### config.mk
export PLATFORM = sky130hd
export DESIGN_NAME = button_step_controller_flat
export DESIGN_NICKNAME = d
export VERILOG_FILES = /design/src/rtl/button_step_controller_pkg.sv /design/src/rtl/button_step_controller_if.sv /design/src/rtl/button_step_controller_btn_debounce.sv /design/src/rtl/button_step_controller.sv /design/src/flat_wrapper.sv
export SDC_FILE = /design/constraint.sdc
export NUM_CORES = 1
export LEC_CHECK = 0
export ABC_CLOCK_PERIOD_IN_PS = 2700
export BUFFER_PORTS_ARGS = -buffer_cell sky130_fd_sc_hd__clkbuf_2
export CORE_MARGIN = 3
export CORE_UTILIZATION = 29
export DETAILED_ROUTE_END_ITERATION = 16
export SYNTH_ARGS = -nofsm -noshare
export SYNTH_HDL_FRONTEND = slang
export SYNTH_SLANG_ARGS = --single-unit
### constraint.sdc
create_clock -name clk -period 2.7 [get_ports clk]
set_clock_uncertainty 0.15 [all_clocks]
set_input_delay 0.27 -clock clk [delete_from_list [all_inputs] [get_ports clk]]
set_output_delay 0.27 -clock clk [all_outputs]
set_load 0.02 [all_outputs]
### src/rtl/button_step_controller_pkg.sv
// Shared front-panel types: run/halt FSM state encoding and button indices.
// Latency: n/a (types and constants only).
// Backpressure: n/a.
package panel_pkg;

    typedef enum logic [1:0] {
        HALT = 2'd0,
        RUN  = 2'd1,
        STEP = 2'd2,
        RST  = 2'd3
    } run_state_t;

    localparam int BTN_RUN  = 0;
    localparam int BTN_STEP = 1;
    localparam int BTN_RST  = 2;
    localparam int BTN_DISP = 3;
    localparam int NUM_BTN  = 4;

    // The processor pipeline advances only while running or for the single step cycle.
    function automatic logic clk_en_for(input run_state_t s);
        return (s == RUN) || (s == STEP);
    endfunction

endpackage

### src/rtl/button_step_controller_if.sv
// Front-panel bundle: raw buttons in, press pulses and processor controls out.
// Latency: n/a (signal grouping only).
// Backpressure: none; buttons are levels and pulses are not held for a consumer.
interface button_step_controller_if;
    import panel_pkg::*;

    logic [NUM_BTN-1:0] btn;
    logic [NUM_BTN-1:0] btn_pulse;
    logic               cpu_clk_en;
    logic               cpu_reset;
    logic [1:0]         disp_sel;
    run_state_t         run_state;

    // Board/stimulus side drives the buttons and observes the controls.
    modport master (
        output btn,
        input  btn_pulse, cpu_clk_en, cpu_reset, disp_sel, run_state
    );

    // Controller side.
    modport slave (
        input  btn,
        output btn_pulse, cpu_clk_en, cpu_reset, disp_sel, run_state
    );

endinterface

### src/rtl/button_step_controller_btn_debounce.sv
// One button: 2-flop synchronizer, stable-count debouncer, rising-edge pulse.
// Latency: raw level stable from cycle 0 gives pulse in cycle DEBOUNCE_CYCLES+3.
// Backpressure: none; glitches shorter than DEBOUNCE_CYCLES cycles are dropped.
module btn_debounce #(
    parameter logic [15:0] DEBOUNCE_CYCLES = 16'd5000
) (
    input  logic clk,
    input  logic reset,
    input  logic raw,
    output logic pulse
`ifdef BTN_AUTOREPEAT_EN
    ,
    output logic held
`endif
);

    logic        sync1;
    logic        sync2;
    logic        level;
    logic        level_prev;
    logic [15:0] cnt;

    // Bring the asynchronous pin into the clock domain.
    always_ff @(posedge clk or posedge reset) begin
        if (reset) begin
            sync1 <= 1'b0;
            sync2 <= 1'b0;
        end else begin
            sync1 <= raw;
            sync2 <= sync1;
        end
    end

    // Accept a new level only after it has differed for DEBOUNCE_CYCLES consecutive cycles.
    always_ff @(posedge clk or posedge reset) begin
        if (reset) begin
            cnt   <= '0;
            level <= 1'b0;
        end else if (sync2 == level) begin
            cnt <= '0;
        end else if (cnt == DEBOUNCE_CYCLES - 16'd1) begin
            level <= ~level;
            cnt   <= '0;
        end else begin
            cnt <= cnt + 16'd1;
        end
    end

    // Registered one-cycle pulse on press only; release is silent.
    always_ff @(posedge clk or posedge reset) begin
        if (reset) begin
            level_prev <= 1'b0;
            pulse      <= 1'b0;
        end else begin
            level_prev <= level;
            pulse      <= level & ~level_prev;
        end
    end

`ifdef BTN_AUTOREPEAT_EN
    // High from the pulse cycle onward while the button stays down.
    assign held = level & level_prev;
`endif

endmodule

### src/rtl/button_step_controller.sv
// Front panel: debounced buttons drive run/halt/step clock-enable, stretched CPU reset, display select.
// Latency: press pulse DEBOUNCE_CYCLES+3 cycles after a stable level; controls follow one cycle later.
// Backpressure: none. Optional auto-repeat of the step button under BTN_AUTOREPEAT_EN.
module button_step_controller
    import panel_pkg::*;
#(
    parameter logic [15:0] DEBOUNCE_CYCLES = 16'd5000,
    parameter logic [7:0]  RESET_HOLD      = 8'd16
`ifdef BTN_AUTOREPEAT_EN
    ,
    parameter logic [23:0] REPEAT_CYCLES   = 24'd250000
`endif
) (
    input logic                     clk,
    input logic                     reset,
    button_step_controller_if.slave bus
);

    logic [NUM_BTN-1:0] deb_pulse;
    logic [NUM_BTN-1:0] pulse;
    run_state_t         state;
    logic [7:0]         hold_cnt;
    logic               clk_en;
    logic               cpu_rst;
    logic [1:0]         disp;

`ifdef BTN_AUTOREPEAT_EN
    logic [NUM_BTN-1:0] held;
`endif

    for (genvar i = 0; i < NUM_BTN; i++) begin : g_btn
        btn_debounce #(
            .DEBOUNCE_CYCLES(DEBOUNCE_CYCLES)
        ) u_debounce (
            .clk   (clk),
            .reset (reset),
            .raw   (bus.btn[i]),
            .pulse (deb_pulse[i])
`ifdef BTN_AUTOREPEAT_EN
            ,
            .held  (held[i])
`endif
        );
    end

`ifdef BTN_AUTOREPEAT_EN
    logic [23:0] rep_cnt;
    logic        rep_pulse;

    // While step is held, emit an extra step pulse every REPEAT_CYCLES cycles after the press pulse.
    always_ff @(posedge clk or posedge reset) begin
        if (reset) begin
            rep_cnt   <= '0;
            rep_pulse <= 1'b0;
        end else if (!held[BTN_STEP]) begin
            rep_cnt   <= '0;
            rep_pulse <= 1'b0;
        end else if (rep_cnt == REPEAT_CYCLES - 24'd1) begin
            rep_cnt   <= '0;
            rep_pulse <= 1'b1;
        end else begin
            rep_cnt   <= rep_cnt + 24'd1;
            rep_pulse <= 1'b0;
        end
    end

    assign pulse = deb_pulse | (NUM_BTN'(rep_pulse) << BTN_STEP);
`else
    assign pulse = deb_pulse;
`endif

    // Run/halt/step/reset FSM; clk_en and cpu_rst are registered alongside the state.
    // Priority: reset request > run/halt toggle > single step.
    always_ff @(posedge clk or posedge reset) begin
        if (reset) begin
            state    <= HALT;
            hold_cnt <= '0;
            clk_en   <= 1'b0;
            cpu_rst  <= 1'b0;
        end else if (pulse[BTN_RST]) begin
            state    <= RST;
            hold_cnt <= RESET_HOLD - 8'd1;
            clk_en   <= 1'b0;
            cpu_rst  <= 1'b1;
        end else begin
            case (state)
                HALT: begin
                    if (pulse[BTN_RUN]) begin
                        state  <= RUN;
                        clk_en <= clk_en_for(RUN);
                    end else if (pulse[BTN_STEP]) begin
                        state  <= STEP;
                        clk_en <= clk_en_for(STEP);
                    end
                end
                RUN: begin
                    if (pulse[BTN_RUN]) begin
                        state  <= HALT;
                        clk_en <= clk_en_for(HALT);
                    end
                end
                STEP: begin
                    state  <= HALT;
                    clk_en <= clk_en_for(HALT);
                end
                RST: begin
                    if (hold_cnt == 8'd0) begin
                        state   <= HALT;
                        cpu_rst <= 1'b0;
                        clk_en  <= clk_en_for(HALT);
                    end else begin
                        hold_cnt <= hold_cnt - 8'd1;
                    end
                end
                default: begin
                    state   <= HALT;
                    clk_en  <= 1'b0;
                    cpu_rst <= 1'b0;
                end
            endcase
        end
    end

    // Display source select cycles 0..3 on each display press; untouched by CPU reset requests.
    always_ff @(posedge clk or posedge reset) begin
        if (reset) begin
            disp <= 2'd0;
        end else if (pulse[BTN_DISP]) begin
            disp <= disp + 2'd1;
        end
    end

    assign bus.btn_pulse  = pulse;
    assign bus.cpu_clk_en = clk_en;
    assign bus.cpu_reset  = cpu_rst;
    assign bus.disp_sel   = disp;
    assign bus.run_state  = state;

endmodule

### src/flat_wrapper.sv
// flat-port wrapper written by rule: the top's interface ports become plain ports
module button_step_controller_flat import panel_pkg::*;
#(
    parameter logic [15:0] DEBOUNCE_CYCLES = 16'd5000,
    parameter logic [7:0]  RESET_HOLD      = 8'd16

)
  (clk, reset, bus_btn, bus_btn_pulse, bus_cpu_clk_en, bus_cpu_reset, bus_disp_sel, bus_run_state);
  button_step_controller_if bus_i ();
  input logic clk;
  input logic reset;
  input wire logic [$bits(bus_i.btn)-1:0] bus_btn;
  output wire logic [$bits(bus_i.btn_pulse)-1:0] bus_btn_pulse;
  output wire logic [$bits(bus_i.cpu_clk_en)-1:0] bus_cpu_clk_en;
  output wire logic [$bits(bus_i.cpu_reset)-1:0] bus_cpu_reset;
  output wire logic [$bits(bus_i.disp_sel)-1:0] bus_disp_sel;
  output wire logic [$bits(bus_i.run_state)-1:0] bus_run_state;
  assign bus_i.btn = bus_btn;
  assign bus_btn_pulse = bus_i.btn_pulse;
  assign bus_cpu_clk_en = bus_i.cpu_clk_en;
  assign bus_cpu_reset = bus_i.cpu_reset;
  assign bus_disp_sel = bus_i.disp_sel;
  assign bus_run_state = bus_i.run_state;
  button_step_controller #(.DEBOUNCE_CYCLES(DEBOUNCE_CYCLES), .RESET_HOLD(RESET_HOLD)) u_core (.clk(clk), .reset(reset), .bus(bus_i));
endmodule
==> metrics.log, run 1 <==
INFO  metric status = finished, final reports clean
INFO  metric clock_path_buffers = 2
INFO  metric max-slew-margin-rel = 62.7%
INFO  metric synth_seq_cells = 98
INFO  metric required_worst_endpoint = 2770 ps
INFO  metric post_drt_via_cell_ratio = 4.77
INFO  metric number_of_global_route_vias_before_repair = 3046
INFO  metric num_antenna_cells = 0
INFO  metric gp_congestion = 0.771
INFO  metric ctsResizeCount = 0
INFO  metric r2r_end = u_core.g_btn[3].u_debounce.level$_DFFE_PP0P_
INFO  metric cts_setup_buffers = 0
INFO  metric yosys-top-cells-area = sky130_fd_sc_hd__dfrtp_1, sky130_fd_sc_hd__xnor2_1, sky130_fd_sc_hd__nor2_1, sky130_fd_sc_hd__xor2_1, sky130_fd_sc_hd__nand3_1
INFO  metric synth_top_cell_by_area = sky130_fd_sc_hd__dfrtp_1
INFO  metric cp-start-kind = flip-flop
INFO  metric n_fill_cell = 1480
INFO  metric avgSynthCellArea = 10.6 um^2
INFO  metric tritoncts_clock_tree = yes
INFO  metric stdcell_count = 639
INFO  metric global_route_wire_length_before_repair = approximately 14000 um
INFO  metric cts.hold.buffers_added = 5
INFO  metric pre_cts_slack = 613 ps
INFO  metric synth_sequential_area_ratio = between 50% and 60%
INFO  metric async_reset_ff_share = 100%
INFO  metric route.antenna.remaining_nets = 0
INFO  metric setup_ws = 602 ps
INFO  metric clk_pin_slew = about 60 ps
INFO  metric die_span_x = 131 um
INFO  metric holdPathEnd = u_core.g_btn[0].u_debounce.sync2$_DFF_PP0_
INFO  metric tightestPinTransition = roughly 560 ps
INFO  metric power_density = 562 nW/um^2
INFO  metric whs_path_depth = 0
INFO  metric port_buffers = 15
INFO  metric syn_to_final_growth = 14.0%
INFO  metric max_clock_freq = 477 MHz
INFO  metric cts_inserted_buffers = 9
INFO  metric avgRoutedWirePerCell = between 10 and 15 um
INFO  metric grt_start_max_net_pins = 99
INFO  metric rows = 44
INFO  metric setup_viol = 0
INFO  metric postSynth.topFlopCell = sky130_fd_sc_hd__dfrtp_1
INFO  metric timing_hold_violations_final = 0
INFO  metric ios = 16
INFO  metric holdCritStartpoint = u_core.g_btn[0].u_debounce.sync1$_DFF_PP0_
INFO  metric worst_hold_slack = 201 ps
INFO  metric worst-path-max-fanout = 6
INFO  metric track_usage = around a tenth
INFO  metric tritoncts_num_sinks = 98
INFO  metric vias = 3049
INFO  metric regToRegStartpoint = u_core.g_btn[3].u_debounce.cnt[11]$_DFF_PP0_
INFO  metric detailedRoute.firstIterationViolations = 231
INFO  metric layout-drive-gt1-share = a little under an eighth
INFO  metric ir_drop = 0.360 mV
INFO  metric post-layout-total-power = roughly 2.9 mW
INFO  metric drt_drc_violations_left = 0
INFO  metric clk-insertion-delay-late = 340 ps
INFO  metric finalCritPeriodShare = 77.7%
INFO  metric initial_util = 30.3%
INFO  metric timing.critical_path.to_type = flip-flop
INFO  metric timing.max_cap.violations = 0
INFO  metric hold_path_class = flip-flop to flip-flop
INFO  metric post_synthesis_net_count = between 400 and 500
INFO  metric setup-tns-final = 0 ps
INFO  metric maxSlewViolCount = 0
INFO  metric post-synth-top-count-cell = sky130_fd_sc_hd__dfrtp_1
INFO  metric worst-endpoint-arrival = 2170 ps
INFO  metric antenna_found_initial = 0
INFO  metric nets = 462
INFO  metric numPlacedInstances = 618
INFO  metric edff_count_synth = 0
INFO  metric synth_top_cells_by_count = sky130_fd_sc_hd__dfrtp_1, sky130_fd_sc_hd__nor2_1, sky130_fd_sc_hd__xnor2_1, sky130_fd_sc_hd__nand3_1, sky130_fd_sc_hd__nand2_1
INFO  metric ctsRootBufferMaster = sky130_fd_sc_hd__clkbuf_16
INFO  metric synthesis.instances = 425
INFO  metric detail_route.first_pass.iterations = 4
INFO  metric core = 14900 um^2
INFO  metric synth_largest_type_area_fraction = between 50% and 60%
INFO  metric hpwl = 5250 um
INFO  metric reg2reg_depth = 3
INFO  metric floorplan.die.height = approximately 130 um
INFO  metric synth_cell_types = 47
INFO  metric timing.setup.critical_path_class = flip-flop to flip-flop
INFO  metric power_leakage = 2.20 nW
INFO  metric synth_warnings = 0
INFO  metric die_area = around 17000 um^2
INFO  metric globalRoute.totalOverflow = 0
INFO  metric wirelength = 7950 um
INFO  metric synth_area = 4510 um^2
INFO  metric post_layout_minimum_cycle_time = roughly 2100 ps
INFO  metric rsz0062_at_grt = no
INFO  metric reg2reg_slack = approximately 600 ps
INFO  metric cts_htree_levels = 3
[state kept, by name (all words and copies together), names as in the netlist]
name,flops
u_core.bus.run_state,2
u_core.bus.cpu_reset,1
u_core.g_btn.u_debounce.pulse,4
u_core.hold_cnt,8
u_core.g_btn.u_debounce.level_prev,4
u_core.g_btn.u_debounce.sync2,4
u_core.bus.cpu_clk_en,1
u_core.g_btn.u_debounce.sync1,4
u_core.g_btn.u_debounce.level,4
u_core.g_btn.u_debounce.cnt,64
u_core.bus.disp_sel,2
[routing by layer]
layer,track usage (%),vias to the layer above,wire (um)
li1,-,1518,-
met1,13.6,1488,3920
met2,15.6,37,3700
met3,3.09,6,250
met4,3.21,0,75
met5,0,-,0
[layout by cell type, fill, tap and decap left out, types with 3 or more instances in the layout]
cell / synthesis / final
sky130_fd_sc_hd__a21oi_1: 8 / 8
sky130_fd_sc_hd__and3_1: 3 / 3
sky130_fd_sc_hd__clkbuf_16: 0 / 9
sky130_fd_sc_hd__clkbuf_2: 0 / 15
sky130_fd_sc_hd__clkinv_2: 0 / 3
sky130_fd_sc_hd__dfrtp_1: 98 / 98
sky130_fd_sc_hd__dlygate4sd3_1: 0 / 5
sky130_fd_sc_hd__ha_1: 6 / 6
sky130_fd_sc_hd__inv_1: 11 / 10
sky130_fd_sc_hd__nand2_1: 19 / 19
sky130_fd_sc_hd__nand2b_1: 3 / 3
sky130_fd_sc_hd__nand3_1: 25 / 25
sky130_fd_sc_hd__nand4_1: 10 / 10
sky130_fd_sc_hd__nor2_1: 79 / 79
sky130_fd_sc_hd__nor2b_1: 6 / 6
sky130_fd_sc_hd__nor3_1: 16 / 16
sky130_fd_sc_hd__nor4_1: 17 / 17
sky130_fd_sc_hd__o31ai_1: 4 / 4
sky130_fd_sc_hd__or2_2: 3 / 3
sky130_fd_sc_hd__or3_1: 4 / 4
sky130_fd_sc_hd__or4_1: 9 / 9
sky130_fd_sc_hd__xnor2_1: 46 / 46
sky130_fd_sc_hd__xor2_1: 16 / 16
[per-stage QoR]
| step | utilization, % | instance area, um^2 |
|---|---|---|
| 6_report | 34.6 | 5140 |
| 5_1_grt | 34.6 | 5140 |
| 4_1_cts | 34.6 | 5140 |
| 3_5_place_dp | 32.2 | 4780 |
| 3_3_place_gp | 32.2 | 4780 |
| 2_1_floorplan | - | 4510 |
[cells by family after synthesis]
family | after synthesis | share of synthesized area, %
AO/OA/AOI/OAI | 25 | 4.25
XOR/XNOR | 62 | 12.0
adder cells (fa/ha/maj) | 6 | 1.67
buffers and inverters | 20 | 2.39
flip-flops | 98 | 54.4
multiplexers | 5 | 1.39
AND/OR/NAND/NOR | 209 | 23.8
[cell type report]
| type | count | area [um^2] | share of cell area, % |
|---|---|---|---|
| Clock inverter | 5 | 52.6 | 1.02 |
| Tap cell | 184 | 230 | 4.48 |
| Multi-Input combinational cell | 307 | 1950 | 37.9 |
| Sequential cell | 98 | 2450 | 47.7 |
| Inverter | 11 | 45.0 | 0.876 |
| Timing Repair Buffer | 23 | 160 | 3.12 |
| Clock buffer | 11 | 253 | 4.92 |
[critical path, cell delays in order, from the launching register on]
cell and delay (ps):
sky130_fd_sc_hd__dfrtp_1 440, sky130_fd_sc_hd__or4_1 520, sky130_fd_sc_hd__or4_4 560, sky130_fd_sc_hd__mux2_4 310
[worst max path at each step]
stage,from,endpoint,slack (ps),cells after the start
after CTS,u_core.g_btn[3].u_debounce.cnt[11]$_DFF_PP0_,u_core.g_btn[3].u_debounce.level$_DFFE_PP0P_,600,3
after global placement,u_core.g_btn[3].u_debounce.cnt[11]$_DFF_PP0_,u_core.g_btn[3].u_debounce.level$_DFFE_PP0P_,630,3
after global routing,u_core.hold_cnt[0]$_DFFE_PP0P_,u_core.hold_cnt[7]$_DFFE_PP0P_,490,6
final,u_core.g_btn[3].u_debounce.cnt[11]$_DFF_PP0_,u_core.g_btn[3].u_debounce.level$_DFFE_PP0P_,600,3
after floorplan,u_core.g_btn[2].u_debounce.cnt[11]$_DFF_PP0_,u_core.g_btn[2].u_debounce.level$_DFFE_PP0P_,670,3
after detailed placement,u_core.g_btn[3].u_debounce.cnt[11]$_DFF_PP0_,u_core.g_btn[3].u_debounce.level$_DFFE_PP0P_,610,3
[power by group]
group          switching (mW)  total (mW)  internal [mW]
Combinational          0.0604      0.0924         0.0320
Sequential             0.0179        1.51           1.49
Clock                   0.524        1.29          0.763
Power figures use the tool's default switching activity.
==> run 2: changes to the inputs <==
--- a/config.mk
+++ b/config.mk
@@ -5,7 +5,7 @@
 export SDC_FILE = /design/constraint.sdc
 export NUM_CORES = 1
 export LEC_CHECK = 0
-export ABC_CLOCK_PERIOD_IN_PS = 2700
+export ABC_CLOCK_PERIOD_IN_PS = 2100
 export BUFFER_PORTS_ARGS = -buffer_cell sky130_fd_sc_hd__clkbuf_2
 export CORE_MARGIN = 3
 export CORE_UTILIZATION = 29
==> constraint.sdc (replaced) <==
create_clock -name clk -period 2.1 [get_ports clk]
set_clock_uncertainty 0.15 [all_clocks]
set_input_delay 0.21 -clock clk [delete_from_list [all_inputs] [get_ports clk]]
set_output_delay 0.21 -clock clk [all_outputs]
set_load 0.02 [all_outputs]
==> metrics.log, run 2 (synthesized netlist as in run 1, its figures left out) <==
INFO  metric cts_setup_buffers = 0 (unchanged)
INFO  metric timing.setup.critical_path_class = flip-flop to flip-flop
INFO  metric port_buffers = 15 (unchanged)
INFO  metric syn_to_final_growth = 17.7%
INFO  metric status = finished, final reports clean
INFO  metric core = 14900 um^2 (unchanged)
INFO  metric reg2reg_slack = 60 ps (-540 ps)
INFO  metric die_area = 17100 um^2 (unchanged)
INFO  metric power_density = 698 nW/um^2 (+24%)
INFO  metric regToRegStartpoint = u_core.g_btn[3].u_debounce.cnt[10]$_DFF_PP0_
INFO  metric cp-endpoint = u_core.g_btn[3].u_debounce.level$_DFFE_PP0P_
INFO  metric ctsRootBufferMaster = sky130_fd_sc_hd__clkbuf_16
INFO  metric tritoncts_clock_tree = yes
INFO  metric num_antenna_cells = 0 (unchanged)
INFO  metric gp_congestion = 0.828 (+7.4%)
INFO  metric rsz0062_at_grt = no
INFO  metric antenna_found_initial = 0 (unchanged)
INFO  metric cp-start-kind = flip-flop
INFO  metric drt_drc_violations_left = 0 (unchanged)
INFO  metric hold_path_class = flip-flop to flip-flop
INFO  metric reg2reg_depth = 3 (unchanged)
INFO  metric hpwl = 5670 um (+8.1%)
INFO  metric number_of_global_route_vias_before_repair = 3174 (+4.2%)
INFO  metric grt_start_max_net_pins = 37 (-63%)
INFO  metric worst_hold_slack = 198 ps (-2.22 ps)
INFO  metric track_usage = 10.5% (+0.45 points)
INFO  metric cts_inserted_buffers = 9 (unchanged)
INFO  metric floorplan.die.height = 131 um (unchanged)
INFO  metric detail_route.first_pass.iterations = 4 (unchanged)
INFO  metric worst-endpoint-arrival = 2120 ps (-50 ps)
INFO  metric post_layout_minimum_cycle_time = 2040 ps (-55.6 ps)
INFO  metric setup-tns-final = 0 ps (unchanged)
INFO  metric post_placement_cell_area = 4950 um^2 (+3.6%)
INFO  metric initial_util = 30.3% (unchanged)
INFO  metric max-slew-margin-rel = 62.3% (-0.41 points)
INFO  metric ir_drop = 0.464 mV (+29%)
INFO  metric nets = 483 (+4.5%)
INFO  metric finalCritPeriodShare = 97.2% (+20 points)
INFO  metric largest_register = u_core.g_btn.u_debounce.cnt
INFO  metric maxSlewViolCount = 0 (unchanged)
INFO  metric layout-drive-gt1-share = 15.5% (+3.7 points)
INFO  metric largest_registers = u_core.g_btn.u_debounce.cnt: 64 flops, u_core.hold_cnt: 8 flops
INFO  metric final_design_area_no_fill = 5310 um^2 (+3.2%)
INFO  metric timing_hold_violations_final = 0 (unchanged)
INFO  metric max_clock_freq = 490 MHz (+2.7%)
INFO  metric required_worst_endpoint = 2180 ps (-590 ps)
INFO  metric cts_htree_levels = 3 (unchanged)
INFO  metric layout.cells.most_common_list = sky130_fd_sc_hd__dfrtp_1, sky130_fd_sc_hd__nor2_1, sky130_fd_sc_hd__xnor2_1
INFO  metric setup_ws = 58.0 ps (-544 ps)
INFO  metric clk-insertion-delay-late = 340 ps (about the same)
INFO  metric vias = 3173 (+4.1%)
INFO  metric tritoncts_num_sinks = 98 (unchanged)
INFO  metric globalRoute.totalOverflow = 0 (unchanged)
INFO  metric post-layout-total-power = 3.70 mW (+28%)
INFO  metric clock_path_buffers = 2 (unchanged)
INFO  metric tightestPinTransition = 566 ps (+6.15 ps)
INFO  metric post_drt_via_cell_ratio = 4.81 (+0.76%)
INFO  metric setup_viol = 0 (unchanged)
INFO  metric rows = 44 (unchanged)
INFO  metric global_route_wire_length_before_repair = 14600 um (+4.1%)
INFO  metric power_leakage = 2.30 nW (+4.4%)
INFO  metric timing.critical_path.to_type = flip-flop
INFO  metric wirelength = 8200 um (+3.1%)
INFO  metric avgRoutedWirePerCell = 12.4 um (-0.16%)
INFO  metric die_span_x = 131 um (unchanged)
INFO  metric route.antenna.remaining_nets = 0 (unchanged)
INFO  metric largest_register_ffs = 64 (unchanged)
INFO  metric ios = 16 (unchanged)
INFO  metric r2r_end = u_core.g_btn[3].u_debounce.level$_DFFE_PP0P_
INFO  metric clk_pin_slew = 60 ps (about the same)
INFO  metric timing.max_cap.violations = 0 (unchanged)
INFO  metric worstSetupStartpoint = u_core.g_btn[3].u_debounce.cnt[10]$_DFF_PP0_
INFO  metric pre_cts_slack = 77.1 ps (-536 ps)
INFO  metric detailedRoute.firstIterationViolations = 189 (-18%)
INFO  metric mostFrequentLayoutCell = sky130_fd_sc_hd__dfrtp_1
INFO  metric worst-path-max-fanout = 3 (-3)
## run 2: cell count changes in the layout (fill, tap and decap cells not counted)
| cell | change |
|---|---|
| sky130_fd_sc_hd__buf_4 | +20 |
| sky130_fd_sc_hd__a21oi_1 | -1 |
| sky130_fd_sc_hd__a21oi_2 | +1 |
| sky130_fd_sc_hd__clkinv_4 | +2 |
| sky130_fd_sc_hd__clkbuf_8 | -2 |
| sky130_fd_sc_hd__buf_12 | +1 |
| sky130_fd_sc_hd__inv_6 | +1 |
| sky130_fd_sc_hd__clkinv_2 | -3 |
| sky130_fd_sc_hd__clkbuf_1 | +2 |
## run 2: cell type report
cell class                      instances  area [um^2]
Inverter                               11         45.0
Clock buffer                           11          233
Sequential cell                        98         2450
Clock inverter                          5         63.8
Timing Repair Buffer                   44          330
Multi-Input combinational cell        307         1950
Fill cell                            1493         9560
Tap cell                              184          230
## run 2: per-layer routing
| metal | track usage, % | routed length [um] | up-vias |
|---|---|---|---|
| met5 | 0 | 0 | - |
| met2 | 16.3 | 3850 | 51 |
| met4 | 3.69 | 68 | 0 |
| met3 | 2.97 | 283 | 7 |
| li1 | - | - | 1562 |
| met1 | 14.2 | 3990 | 1553 |
## run 2: power by group
group,internal (mW),switching [mW]
clock network,0.933,0.704
logic,0.0486,0.0795
registers,1.91,0.0230
total,2.89,0.807
## run 2: worst min-delay path by stage
stage	startpoint	endpoint	slack, ps	depth (start not counted)
2_1_floorplan	bus_btn[0]	u_core.g_btn[0].u_debounce.sync1$_DFF_PP0_	90	0
3_3_place_gp	reset	u_core.g_btn[3].u_debounce.sync1$_DFF_PP0_	100	2
3_5_place_dp	reset	u_core.bus.disp_sel[0]$_DFFE_PP0P_	110	2
4_1_cts	u_core.g_btn[3].u_debounce.sync1$_DFF_PP0_	u_core.g_btn[3].u_debounce.sync2$_DFF_PP0_	200	0
5_1_grt	u_core.g_btn[3].u_debounce.sync1$_DFF_PP0_	u_core.g_btn[3].u_debounce.sync2$_DFF_PP0_	210	0
6_report	u_core.g_btn[3].u_debounce.sync1$_DFF_PP0_	u_core.g_btn[3].u_debounce.sync2$_DFF_PP0_	200	0
## run 2: worst max-delay path, stage by stage (launching register included)
cell and delay [ps]:
sky130_fd_sc_hd__dfrtp_1 380, sky130_fd_sc_hd__or4_1 520, sky130_fd_sc_hd__or4_4 570, sky130_fd_sc_hd__mux2_4 310
## run 2: repair_timing
| item | CTS | global route |
|---|---|---|
| hold endpoints to repair | 22 | 0 |
| hold buffers | 5 | 0 |
| setup endpoints to repair | 0 | 1 |
| resized for setup | 0 | 1 |
## run 2: per-stage QoR
stage / util [%] / instances
5_1_grt: 35.7 / 660
6_report: 35.7 / 660
3_5_place_dp: 33.3 / 639
4_1_cts: 35.7 / 660
3_3_place_gp: 33.3 / 639
2_1_floorplan: - / 425
